`src/rtl/adsr_envelope_pkg.sv`:
```
// Shared types and defaults for the synth envelope path: state encoding, widths, full-scale level.
package synth_env_pkg;

  localparam int unsigned LEVEL_W_DEF = 16;
  localparam int unsigned RATE_W_DEF  = 27;
  localparam int unsigned SAMPLE_W    = 16;
  localparam int unsigned STATE_W     = 3;

  localparam logic [LEVEL_W_DEF-1:0] LEVEL_MAX = '1;

  typedef enum logic [STATE_W-1:0] {
    ST_IDLE    = 3'd0,
    ST_ATTACK  = 3'd1,
    ST_DECAY   = 3'd2,
    ST_SUSTAIN = 3'd3,
    ST_RELEASE = 3'd4
  } env_state_e;

endpackage

```
`src/rtl/adsr_envelope_if.sv`:
```
// Envelope control/result bundle between the register block (master) and the envelope (slave).
interface adsr_envelope_if
  import synth_env_pkg::*;
#(
  parameter int unsigned LEVEL_W = LEVEL_W_DEF,
  parameter int unsigned RATE_W  = RATE_W_DEF
);
  logic                       trigger_i;
  logic [RATE_W-1:0]          attack_i;
  logic [RATE_W-1:0]          decay_i;
  logic [LEVEL_W-1:0]         sustain_i;
  logic [RATE_W-1:0]          fade_i;
  logic [LEVEL_W-1:0]         level_o;
  logic [STATE_W-1:0]         state_o;
  logic                       busy_o;
  logic signed [SAMPLE_W-1:0] sample_i;
  logic                       sample_valid_i;
  logic signed [SAMPLE_W-1:0] sample_o;
  logic                       sample_valid_o;

  modport master (
    output trigger_i, attack_i, decay_i, sustain_i, fade_i, sample_i, sample_valid_i,
    input  level_o, state_o, busy_o, sample_o, sample_valid_o
  );

  modport slave (
    input  trigger_i, attack_i, decay_i, sustain_i, fade_i, sample_i, sample_valid_i,
    output level_o, state_o, busy_o, sample_o, sample_valid_o
  );
endinterface

```
`src/rtl/adsr_envelope_sample_scaler.sv`:
```
// Registered signed sample * envelope-level stage; result floored (arithmetic shift) back to sample width.
module adsr_sample_scaler
  import synth_env_pkg::*;
#(
  parameter int unsigned LEVEL_W = LEVEL_W_DEF
) (
  input  logic                       wb_clk_i,
  input  logic                       wb_rst_ni,
  input  logic signed [SAMPLE_W-1:0] sample_i,
  input  logic                       sample_valid_i,
  input  logic [LEVEL_W-1:0]         level_i,
  output logic signed [SAMPLE_W-1:0] sample_o,
  output logic                       sample_valid_o
);
  localparam int unsigned PROD_W = SAMPLE_W + LEVEL_W + 1;

  logic signed [PROD_W-1:0] product;

  // Level is zero-extended so full scale stays positive.
  assign product = PROD_W'(sample_i) * PROD_W'($signed({1'b0, level_i}));

  always_ff @(posedge wb_clk_i or negedge wb_rst_ni) begin
    if (!wb_rst_ni) begin
      sample_o       <= '0;
      sample_valid_o <= 1'b0;
    end else begin
      sample_valid_o <= sample_valid_i;
      if (sample_valid_i) sample_o <= SAMPLE_W'(product >>> LEVEL_W);
    end
  end
endmodule

```
`src/rtl/adsr_envelope.sv`:
```
// ADSR envelope generator with per-state rate prescaler.
// Optional sample scaling stage built only when ADSR_SAMPLE_SCALE_EN is defined.
module adsr_envelope
  import synth_env_pkg::*;
#(
  parameter int unsigned LEVEL_W = LEVEL_W_DEF,
  parameter int unsigned RATE_W  = RATE_W_DEF
) (
  input logic           wb_clk_i,
  input logic           wb_rst_ni,
  adsr_envelope_if.slave env
);
  localparam logic [LEVEL_W-1:0] LVL_FULL = '1;

  env_state_e         state_q, state_d;
  logic [LEVEL_W-1:0] level_q, level_d;
  logic [RATE_W-1:0]  cnt_q, cnt_d;
  logic [RATE_W-1:0]  rate_sel, period;
  logic               trig_q, busy_q;
  logic               rise, fall, step_due;

  assign rise = env.trigger_i & ~trig_q;
  assign fall = ~env.trigger_i & trig_q;

  // Rates are read live so a shortened period takes effect on the next cycle.
  assign rate_sel = (state_q == ST_ATTACK) ? env.attack_i :
                    (state_q == ST_DECAY)  ? env.decay_i  : env.fade_i;
  assign period   = (rate_sel == '0) ? RATE_W'(1) : rate_sel;
  assign step_due = (cnt_q >= (period - RATE_W'(1)));

  // Next-state/level; trigger edges override every other transition.
  always_comb begin
    state_d = state_q;
    level_d = level_q;
    cnt_d   = cnt_q;
    if (rise) begin
      state_d = ST_ATTACK;
      cnt_d   = '0;
    end else if (fall && (state_q inside {ST_ATTACK, ST_DECAY, ST_SUSTAIN})) begin
      state_d = ST_RELEASE;
      cnt_d   = '0;
    end else begin
      unique case (state_q)
        ST_IDLE: begin
          level_d = '0;
          cnt_d   = '0;
        end
        ST_ATTACK: begin
          if (level_q == LVL_FULL) begin
            state_d = ST_DECAY;
            cnt_d   = '0;
          end else if (step_due) begin
            cnt_d   = '0;
            level_d = level_q + LEVEL_W'(1);
          end else begin
            cnt_d = cnt_q + RATE_W'(1);
          end
        end
        ST_DECAY: begin
          if (level_q <= env.sustain_i) begin
            state_d = ST_SUSTAIN;
            cnt_d   = '0;
          end else if (step_due) begin
            cnt_d   = '0;
            level_d = level_q - LEVEL_W'(1);
          end else begin
            cnt_d = cnt_q + RATE_W'(1);
          end
        end
        ST_SUSTAIN: begin
          level_d = env.sustain_i;
          cnt_d   = '0;
        end
        ST_RELEASE: begin
          if (level_q == '0) begin
            state_d = ST_IDLE;
            cnt_d   = '0;
          end else if (step_due) begin
            cnt_d   = '0;
            level_d = level_q - LEVEL_W'(1);
          end else begin
            cnt_d = cnt_q + RATE_W'(1);
          end
        end
        default: begin
          state_d = ST_IDLE;
          level_d = '0;
          cnt_d   = '0;
        end
      endcase
    end
  end

  always_ff @(posedge wb_clk_i or negedge wb_rst_ni) begin
    if (!wb_rst_ni) begin
      state_q <= ST_IDLE;
      level_q <= '0;
      cnt_q   <= '0;
      trig_q  <= 1'b0;
      busy_q  <= 1'b0;
    end else begin
      state_q <= state_d;
      level_q <= level_d;
      cnt_q   <= cnt_d;
      trig_q  <= env.trigger_i;
      busy_q  <= (state_d != ST_IDLE);
    end
  end

  assign env.level_o = level_q;
  assign env.state_o = state_q;
  assign env.busy_o  = busy_q;

`ifdef ADSR_SAMPLE_SCALE_EN
  adsr_sample_scaler #(.LEVEL_W(LEVEL_W)) u_scaler (
    .wb_clk_i      (wb_clk_i),
    .wb_rst_ni     (wb_rst_ni),
    .sample_i      (env.sample_i),
    .sample_valid_i(env.sample_valid_i),
    .level_i       (level_q),
    .sample_o      (env.sample_o),
    .sample_valid_o(env.sample_valid_o)
  );
`else
  logic unused_sample;
  assign unused_sample      = ^{env.sample_i, env.sample_valid_i};
  assign env.sample_o       = '0;
  assign env.sample_valid_o = 1'b0;
`endif
endmodule

```
`src/flat_wrapper.sv`:
```
// flat-port wrapper written by rule: the top's interface ports become plain ports
module adsr_envelope_flat import synth_env_pkg::*;
#(
  parameter int unsigned LEVEL_W = LEVEL_W_DEF,
  parameter int unsigned RATE_W  = RATE_W_DEF
)
  (wb_clk_i, wb_rst_ni, env_trigger_i, env_attack_i, env_decay_i, env_sustain_i, env_fade_i, env_sample_i, env_sample_valid_i, env_level_o, env_state_o, env_busy_o, env_sample_o, env_sample_valid_o);
  adsr_envelope_if #(.LEVEL_W(LEVEL_W), .RATE_W(RATE_W)) env_i ();
  input logic wb_clk_i;
  input logic wb_rst_ni;
  input wire logic [$bits(env_i.trigger_i)-1:0] env_trigger_i;
  input wire logic [$bits(env_i.attack_i)-1:0] env_attack_i;
  input wire logic [$bits(env_i.decay_i)-1:0] env_decay_i;
  input wire logic [$bits(env_i.sustain_i)-1:0] env_sustain_i;
  input wire logic [$bits(env_i.fade_i)-1:0] env_fade_i;
  input wire logic [$bits(env_i.sample_i)-1:0] env_sample_i;
  input wire logic [$bits(env_i.sample_valid_i)-1:0] env_sample_valid_i;
  output wire logic [$bits(env_i.level_o)-1:0] env_level_o;
  output wire logic [$bits(env_i.state_o)-1:0] env_state_o;
  output wire logic [$bits(env_i.busy_o)-1:0] env_busy_o;
  output wire logic [$bits(env_i.sample_o)-1:0] env_sample_o;
  output wire logic [$bits(env_i.sample_valid_o)-1:0] env_sample_valid_o;
  assign env_i.trigger_i = env_trigger_i;
  assign env_i.attack_i = env_attack_i;
  assign env_i.decay_i = env_decay_i;
  assign env_i.sustain_i = env_sustain_i;
  assign env_i.fade_i = env_fade_i;
  assign env_i.sample_i = env_sample_i;
  assign env_i.sample_valid_i = env_sample_valid_i;
  assign env_level_o = env_i.level_o;
  assign env_state_o = env_i.state_o;
  assign env_busy_o = env_i.busy_o;
  assign env_sample_o = env_i.sample_o;
  assign env_sample_valid_o = env_i.sample_valid_o;
  adsr_envelope #(.LEVEL_W(LEVEL_W), .RATE_W(RATE_W)) u_core (.wb_clk_i(wb_clk_i), .wb_rst_ni(wb_rst_ni), .env(env_i));
endmodule
```
`config.mk`:
```
export PLATFORM = sky130hd
export DESIGN_NAME = adsr_envelope_flat
export DESIGN_NICKNAME = d
export VERILOG_FILES = /design/src/rtl/adsr_envelope_pkg.sv /design/src/rtl/adsr_envelope_if.sv /design/src/rtl/adsr_envelope_sample_scaler.sv /design/src/rtl/adsr_envelope.sv /design/src/flat_wrapper.sv
export SDC_FILE = /design/constraint.sdc
export NUM_CORES = 1
export LEC_CHECK = 0
export ABC_AREA = 1
export CELL_PAD_IN_SITES_DETAIL_PLACEMENT = 1
export CELL_PAD_IN_SITES_GLOBAL_PLACEMENT = 1
export CORE_MARGIN = 2
export CORE_UTILIZATION = 35
export DETAILED_ROUTE_END_ITERATION = 10
export PLACE_DENSITY = 0.83
export REMOVE_ABC_BUFFERS = 1
export SLEW_MARGIN = 20
export SYNTH_ARGS = -nofsm -noshare
export SYNTH_HDL_FRONTEND = slang
export SYNTH_HIERARCHICAL = 1
export SYNTH_SLANG_ARGS = --single-unit
```
`constraint.sdc`:
```
create_clock -name wb_clk_i -period 5.25 [get_ports wb_clk_i]
set_input_delay 1.3125 -clock wb_clk_i [delete_from_list [all_inputs] [get_ports wb_clk_i]]
set_output_delay 1.3125 -clock wb_clk_i [all_outputs]
set_load 0.01 [all_outputs]
```
==> flow_metrics.py <==
metrics = {
    "cells_and_area": {
        "syn2layout_area_growth_pct": 28.8,
        "filler_cell_count": 2285,
        "instances_no_fill": 1300,
        "drive_gt1_frac": 0.105,
        "multi_input_comb_area_um2": 4460,
        "regArea_um2": 1200,
        "final_area_um2": 7860,
        "fin_nets": 1251,
        "n_antenna_cell": 0,
    },
    "power": {
        "clockPowerShare": 0.137,
        "p_int_w": 0.00126,
        "p_sw_frac": 0.499,
        "p_comb_frac": 0.661,
        "power_w": 0.00251,
        "power_density_nw_per_um2": 319,
        "seq_power_share": 0.202,
        "power.switching_w": 0.00125,
        "ir_drop_mv": 0.172,
        "p_leak_nw": 3.69,
    },
    "drt": {
        "via_count": 6762,
        "firstDrtPassIters": 5,
        "route.detailed.drc": 0,
        "wl_met2_mm": 10.3,
        "antenna_left": 0,
        "viasPerCell": 5.20,
        "wl_per_cell_um": 16.9,
        "topRoutingLayerUsed": "met4",
        "route.met3.wl_mm": 1.18,
        "wl_met1_mm": 10.2,
        "wl_mm": 22.0,
        "drt_iter0_markers": 342,
    },
    "clocking": {
        "clk_pin_slew_ns": 0.06,
        "cts.sinks": 48,
        "ctsHoldBuffers": 0,
        "cts-root-buf": "clkbuf_16",
        "tritoncts": "built",
        "clk_path_buf_depth": 2,
        "htree_levels": 2,
        "numCtsBuffers": 5,
        "clk-insertion-delay-late_ns": 0.30,
    },
    "placement": {
        "place_area_um2": 7530,
        "gp_congestion": 0.916,
        "detailed_place_hpwl_mm": 17.3,
        "dp.cells": 1283,
        "portBuffers": 119,
    },
    "sta": {
        "fin_crit_ns": 5.05,
        "post-route-period-util": 0.962,
        "fmax_mhz": 198,
        "skew_ns": 0.0135,
        "drv_slew": 0,
        "hold_viol_final": 0,
        "max-slew-margin-rel": 0.492,
        "tns_ns": 0,
        "setup_viol": 0,
        "worst_pin_slew_ns": 0.760,
    },
    "die": {
        "die-width_um": 136,
        "rows": 48,
        "ios": 154,
        "core_area_um2": 17200,
        "dieArea_um2": 18500,
        "start_util": 0.356,
        "die_y_um": 136,
    },
    "logic_synthesis": {
        "synthArstFlopShare": 1.00,
        "yosysSeqAreaShare": 0.197,
        "synth_cell_types": 47,
        "synthCells": 939,
        "ys_warn_count": 6,
        "synthFlopType": "dfrtp_1",
        "synth.avg_cell_area_um2": 6.50,
        "synth_edf_count": 0,
        "ys_ff_latch": 48,
        "synth_area_um2": 6110,
    },
    "hold_path": {
        "hp-class": "reg -> reg",
    },
    "setup_path": {
        "crit_path_max_incr_delay_ns": 0.39,
        "crit_path_end_kind": "register",
        "cpMaxStageDelayCell": "clkdlybuf4s50_1",
        "crit_required_ns": 5.43,
        "worstPathMaxFanout": 10,
        "critPathMostFrequentCell": "nand2_2",
        "critPathKind": "in -> reg",
        "critPathLaunchType": "input pin",
        "path_delay_family": "simple AND/OR/NAND/NOR gates",
        "worstPathArrival_ns": 5.23,
        "critical_path_buf_inv_count": 6,
    },
    "outcome": {
        "status": "complete, no violations",
    },
    "job": {
        "cap_violations": 0,
    },
    "grt": {
        "grt_max_degree": 56,
        "track_usage": 0.232,
        "first_global_vias": 6864,
        "grt_overflow": 0,
        "grt_pass1_wl_mm": 34.3,
        "grt_antenna_before_repair": 0,
    },
}
## Yosys cell counts, types with 14 or more instances
library cell / count / area (um2)
nor2_1: 109 / 409
ha_1: 59 / 738
nand3_1: 80 / 400
nand2_1: 238 / 893
inv_1: 92 / 345
nor4_1: 14 / 87.6
xnor2_1: 15 / 131
o21ai_0: 32 / 160
or2_1: 17 / 106
a21oi_1: 39 / 195
nor3_1: 17 / 85.1
nand4_1: 27 / 169
buf_4: 21 / 158
dfrtp_1: 48 / 1200
nand2_2: 22 / 138
xor2_1: 29 / 254
## worst paths after layout
path	start	to	slack, ns	depth (start not counted)
max in group asynchronous	wb_rst_ni	u_core/env.level_o[14]	3.66	2
min reg2reg	u_core/cnt_q[0]	u_core/cnt_q[0]	0.54	1
min	u_core/cnt_q[0]	u_core/cnt_q[0]	0.54	1
max	env_attack_i[14]	u_core/cnt_q[16]	0.20	25
min in group asynchronous	wb_rst_ni	u_core/env.level_o[6]	1.09	2
max reg2reg	u_core/env.state_o[2]	u_core/cnt_q[16]	0.44	26
## per-layer routing
| metal | global-route usage | vias up |
|---|---|---|
| li1 | - | 3312 |
| met1 | 0.314 | 3260 |
| met2 | 0.398 | 173 |
| met3 | 0.0287 | 17 |
| met4 | 0.0492 | 0 |
| met5 | 0 | - |
## metrics by stage
stage / util / hold slack [ns] / setup slack, ns
finish: 0.458 / 0.544 / 0.202
global route: 0.458 / 0.574 / -0.103
CTS: 0.447 / 0.552 / 0.127
detailed placement: 0.438 / 0.542 / -0.162
global placement: 0.438 / 0.523 / -0.0505
floorplan: - / 0.454 / 0.398
## repair_timing
action	4_1_cts	5_1_grt
resized for setup	0	23
endpoints found under the setup margin	0	37
setup buffers	0	7
## final cells by class
cell class,instances,share of cell area
sequential,48,0.153
clock inverter,2,0.00191
clock buffer,6,0.0177
multi-input combinational,778,0.568
inverter,98,0.0468
tap,225,0.0358
timing repair buffer,143,0.178
## kinds of logic after synthesis
group                    Yosys count  share of synthesized area
AND/OR/NAND/NOR                  570                      0.440
flip-flops                        48                      0.197
other                              1                   0.000614
XOR/XNOR                          44                     0.0631
AO/OA/AOI/OAI                     86                     0.0760
adder cells (fa/ha/maj)           60                      0.124
buffers and inverters            130                     0.0992
## registers in the layout (all words and copies together), names as in the netlist
register and cells:
u_core/env.level_o 16, u_core/env.busy_o 1, u_core/env.state_o 3, u_core/trig_q 1, u_core/cnt_q 27
## placed cells by master (no fill, tap or decap), types with 17 or more instances in the layout
cell	netlist	layout
a21oi_1	39	39
buf_4	21	22
clkdlybuf4s50_1	0	118
conb_1	1	17
dfrtp_1	48	48
ha_1	59	58
inv_1	92	91
nand2_1	238	233
nand2_2	22	19
nand3_1	80	75
nand4_1	27	27
nor2_1	109	107
nor3_1	17	17
o21ai_0	32	32
or2_1	17	17
xor2_1	29	29
## power by group through the flow
stage	combinational (W)	sequential (W)	clock, W
floorplan	0.000941	0.000500	0
global placement	0.00149	0.000511	0
detailed placement	0.00154	0.000509	0
CTS	0.00155	0.000504	0.000351
global route	0.00184	0.000517	0.000366
finish	0.00166	0.000507	0.000344
## worst register-to-register path: stages (launching register included)
cell and delay [ns]:
dfrtp_1 0.48, inv_2 0.21, nand3_4 0.35, or2_2 0.43, nand2_2 0.13, nand2_2 0.08, nor2_2 0.18, nand2_1 0.09
nor2_2 0.09, nand2_2 0.07, nand2_2 0.09, inv_2 0.05, ha_2 0.19, nand2_2 0.13, nor3_4 0.09, buf_4 0.14
xor2_1 0.15, ha_1 0.32, nand4_1 0.14, nor4_1 0.34, buf_4 0.18, nand3_1 0.09, nand4_2 0.16, nand3b_1 0.13
buf_4 0.16, clkbuf_16 0.16, nor2_1 0.05
(Power assumes the default switching activity.)
